==> src/rtl/register_file.sv <==
// 32-entry register file with two combinational read ports and one write port.
// Write data may be converted from sign-magnitude to two's complement before storage.
module register_file #(
    parameter int DATA_W     = 32,
    parameter int ADDR_W     = 5,
    parameter int SM_CONVERT = 1
) (
    input  logic              clk,
    input  logic              reset,
    input  logic              RegisterFileWrite,
    input  logic [15:0]       sw_i,
    input  logic [ADDR_W-1:0] rs1,
    input  logic [ADDR_W-1:0] rs2,
    input  logic [ADDR_W-1:0] rd,
    input  logic [DATA_W-1:0] WriteData,
    output logic [DATA_W-1:0] rs1_data,
    output logic [DATA_W-1:0] rs2_data
);

    localparam int unsigned NUM_REGS = 1 << ADDR_W;

    logic [DATA_W-1:0] register [0:NUM_REGS-1];
    logic [DATA_W-1:0] wr_value;
    logic              sw_unused;

    // Switches are reserved for board use and deliberately reach no logic.
    assign sw_unused = ^sw_i;

    // Negative zero falls out as 0 because the negated magnitude is 0.
    always_comb begin
        wr_value = WriteData;
        if (SM_CONVERT != 0 && WriteData[DATA_W-1]) begin
            wr_value = '0 - {1'b0, WriteData[DATA_W-2:0]};
        end
    end

    always_ff @(posedge clk) begin
        if (!reset) begin
            for (int unsigned i = 0; i < NUM_REGS; i++) begin
                register[i] <= '0;
            end
        end else if (RegisterFileWrite && rd != '0) begin
            register[rd] <= wr_value;
        end
    end

    assign rs1_data = register[rs1];
    assign rs2_data = register[rs2];

endmodule

==> config.mk <==
export PLATFORM = sky130hd
export DESIGN_NAME = register_file
export DESIGN_NICKNAME = d
export VERILOG_FILES = /design/src/rtl/register_file.sv
export SDC_FILE = /design/constraint.sdc
export NUM_CORES = 2
export LEC_CHECK = 0
export BUFFER_PORTS_ARGS = -buffer_cell sky130_fd_sc_hd__buf_2
export CORE_MARGIN = 3
export CORE_UTILIZATION = 53
export DETAILED_ROUTE_END_ITERATION = 7
export GPL_ROUTABILITY_DRIVEN = 0
export PLACE_DENSITY = 0.8
export RECOVER_POWER = 25
export SYNTH_ARGS = -nofsm -noshare
export SYNTH_HDL_FRONTEND = slang
export SYNTH_SLANG_ARGS = --single-unit
==> constraint.sdc <==
create_clock -name clk -period 6 [get_ports clk]
set_input_delay 0.3 -clock clk [delete_from_list [all_inputs] [get_ports clk]]
set_output_delay 0.3 -clock clk [all_outputs]
set_load 0.05 [all_outputs]
==> results.md <==
Route:
- The routed layout has 36000 vias.
- The post-detailed-route count of antenna-violating nets is 0.
- The final wirelength is 170000 µm.
- The final routed wire length divided by cell count is 35.8 µm.
- After the first detailed-routing iteration, the DRC count stood at 7901.
- The DRC violation count after routing is 10.
- The per-cell via count in the routed design is 7.56.
- The number of search-and-repair iterations in the first detailed-routing pass is 8.

Die:
- The die is 315 µm tall.
- From left edge to right edge, the die measures 315 µm.
- After floorplanning, the core was sized to cover 94000 µm².
- The die covers 99400 µm².
- The initial utilization of the core area, before any placement, comes to 0.539.
- The site row count is 112.
- Pin placement for this block handled 130 I/O pins.

Pwr:
- The internal portion of the total power is 12.4 mW.
- The analysis attributes to net switching a power of 4.46 mW.
- The worst-case vdd ir drop is 263 µV.
- The share of total power in the clock network is 0.360.
- Of the total power, the share spent switching nets is 0.264.
- The part of the power in registers is 0.503.
- The static leakage is 18.1 nW.
- For this design the ratio of total power to cell area is 303 nW/µm².
- The share of total power dissipated in combinational logic is 0.138.

Worst setup path:
- The signal arrival time at the worst endpoint is 5.24 ns.
- The nature of the critical path endpoint is a flip-flop.
- At the worst endpoint, the required time is 6.38 ns.
- The category of the worst setup path launch point is an input pin.
- The biggest fanout along the worst timing path is 34.
- The worst setup path is of the input pin to flip-flop kind.

Logic synthesis:
- The most numerous cell in the Yosys netlist is sky130_fd_sc_hd__edfxtp_1.
- Synthesis inferred 1024 register bits.
- Of the post-synthesis cell area, the dominant cell type holds 0.607.
- The prevailing post-synth register cell is sky130_fd_sc_hd__edfxtp_1.
- For this run, asynchronously set or reset flops after synthesis account for 0.
- The count of flip-flops with a built-in enable after synthesis is 1024.
- Of the synthesized area, sequential elements account for 0.607.
- The number of distinct library cells after synthesis is 38.
- sky130_fd_sc_hd__edfxtp_1 takes more of the synthesized area than any other cell.
- Yosys printed 0 warnings.
- A synthesized cell averages 14.9 µm².
- By area the synthesized netlist is led by sky130_fd_sc_hd__edfxtp_1, sky130_fd_sc_hd__mux4_2, sky130_fd_sc_hd__nor2_1.
- The post-synth design cell area is 50700 µm².
- The number of cells produced by synthesis is 3410.
- Ranked by instance count, the synthesized netlist is headed by sky130_fd_sc_hd__edfxtp_1, sky130_fd_sc_hd__nor2_1, sky130_fd_sc_hd__mux4_2.

Worst hold path:
- The worst hold path belongs to the class input pin to flip-flop.
- The hold path startpoint is WriteData[7].
- The worst hold path terminates at register[17][7].
- The worst hold path passes through 4 cells.

Clocking:
- The post-cts gate resize count is 0.
- Buffers added to address setup during post-CTS repair amount to 0.
- The H-tree level count is 3.
- After clock tree synthesis, the flow added hold-fix buffers numbering 0.
- The TritonCTS clock tree is yes.
- CTS placed an instance of sky130_fd_sc_hd__clkbuf_16 at the clock tree root.
- The clock sink count is 1024.
- The clock-pin slew on the worst setup and hold paths is 0.06 ns.
- The maximum count of clock buffers along a single path is 3.
- The number of buffers created by CTS is 100.

Final layout:
- More flip-flops sit in one register than any other, and that register is register.
- The number of flip-flops in the largest register is 1024.
- Of the cells placed in the final design, the portion with a size suffix greater than 1 is 0.266.
- The number of fill cells is 6667.
- The largest registers in the layout are register: 1024 flops.
- At the end of the flow, the number of nets in the layout was 3483.
- The area of all placed cells without fillers is 55800 µm².
- From synthesis to final layout, the design area changed by 10.1%.

Placed design:
- The count of input and output buffers is 113.
- Detailed placement ended at an HPWL of 96100 µm.
- The placed cell area is 53000 µm².

GRT:
- The total global routing track utilization is 0.342.
- The via count of the first global-routing pass is 35600.
- The largest net degree at the start of global routing is 104.
- Global routing finished with a remaining overflow of 0.
- The number of antenna violations at the first check in global routing is 18.
- The first global-routing pass estimated 240000 µm of wire.

Timing:
- For the finished layout, the period the worst path requires is 4.87 ns.
- Timing would allow up to 206 MHz.
- The headroom to the max-slew limit is -1.28.
- The slew at the pin closest to its max-slew limit is 3.42 ns.
- The final hold violation count is 0.
- The count of endpoints failing setup in the final report is 0.
- In the finished design, the share of the clock period the worst path needs comes to 0.811.
- The number of max-slew violations in the final report is 1242.
- Setup repair after global routing left no endpoint under its margin.
- Setup total negative slack on the finished layout was measured at 0 ns.

Outcome:
- The final reports fail on design-rule violations, max-capacitance violations, max-slew violations.
- The flow ran to the end, but the final reports show violations.

Run:
- Across the run, the number of max-cap violations was 42.
-- cell type report --
class                           count  area, µm²  share of cell area
Sequential cell                  1024      30700               0.551
Clock buffer                      123       2610              0.0468
Clock inverter                     58        430             0.00771
Inverter                            4       15.0            0.000269
Antenna cell                       12       30.0            0.000538
Timing Repair Buffer              237       1530              0.0273
Tap cell                         1254       1570              0.0281
Multi-Input combinational cell   2049      18900               0.338
-- worst max-delay path: stages --
cell and delay, ns:
sky130_fd_sc_hd__clkbuf_1 0.15, sky130_fd_sc_hd__nand2_1 0.19, sky130_fd_sc_hd__nor3b_1 0.07, sky130_fd_sc_hd__clkbuf_1 0.27, sky130_fd_sc_hd__nand2_2 0.11, sky130_fd_sc_hd__clkbuf_1 2.29
sky130_fd_sc_hd__nand2_2 1.24, sky130_fd_sc_hd__buf_4 0.58
-- through the flow --
stage	util	hold WS, ns	instances	setup WS, ns	power [mW]
after global routing	0.593	0.310	4750	1.24	17.2
final	0.594	0.290	4761	1.13	16.9
after global placement	0.563	0.954	4568	2.32	10.8
after detailed placement	0.563	0.966	4568	2.19	10.9
after CTS	0.596	0.265	4749	2.40	16.8
after floorplan	-	0.557	3441	2.77	10.1
-- cell families (layout without fill, tap and decap cells) --
| kind of cell | after synthesis | after routing | synth area share |
|---|---|---|---|
| AOI/OAI and AO/OA | 281 | 281 | 0.0357 |
| xor gates and xnor gates | 29 | 29 | 0.00516 |
| adders and majority gates | 1 | 1 | 0.000247 |
| buffers and inverters | 368 | 422 | 0.0296 |
| DFF | 1024 | 1024 | 0.607 |
| muxes | 513 | 513 | 0.228 |
| other | 1 | 44 | 0.0000740 |
| and+or+nand+nor | 1193 | 1193 | 0.0948 |
-- layer usage --
layer / up-vias / GRT usage / routed length (µm)
li1: 13300 / - / -
met1: 17600 / 0.428 / 50500
met2: 4134 / 0.498 / 74100
met3: 946 / 0.156 / 33700
met4: 16 / 0.185 / 11800
met5: - / 0 / 370
-- placed cells by master, fill, tap and decap left out, types with 24 or more instances in the layout --
cell type / n
sky130_fd_sc_hd__o22ai_1: 256
sky130_fd_sc_hd__nor2_1: 1000
sky130_fd_sc_hd__conb_1: 32
sky130_fd_sc_hd__clkinv_1: 24
sky130_fd_sc_hd__mux4_2: 512
sky130_fd_sc_hd__clkbuf_1: 62
sky130_fd_sc_hd__edfxtp_1: 1024
sky130_fd_sc_hd__nor4_1: 66
sky130_fd_sc_hd__xor2_2: 26
sky130_fd_sc_hd__nand2_1: 42
sky130_fd_sc_hd__buf_2: 108
sky130_fd_sc_hd__clkbuf_16: 101
sky130_fd_sc_hd__buf_4: 74
sky130_fd_sc_hd__nand2_2: 37
-- power by group through the flow --
stage,Combinational [mW],Clock (mW),Sequential (mW)
after floorplan,1.54,0,8.53
after global placement,2.21,0,8.55
after detailed placement,2.24,0,8.61
after CTS,2.26,6.04,8.47
after global routing,2.37,6.32,8.52
final,2.32,6.07,8.49
-- worst max path at each step --
| stage | start | to | slack (ns) |
|---|---|---|---|
| 4_1_cts | rs2[0] | rs2_data[16] | 2.40 |
| 3_5_place_dp | WriteData[0] | register[20][22] | 2.19 |
| 3_3_place_gp | WriteData[0] | register[10][22] | 2.32 |
| 6_report | reset | register[25][24] | 1.13 |
| 2_1_floorplan | rs2[0] | rs2_data[10] | 2.77 |
| 5_1_grt | reset | register[25][15] | 1.24 |
Power figures use the tool's default switching activity.
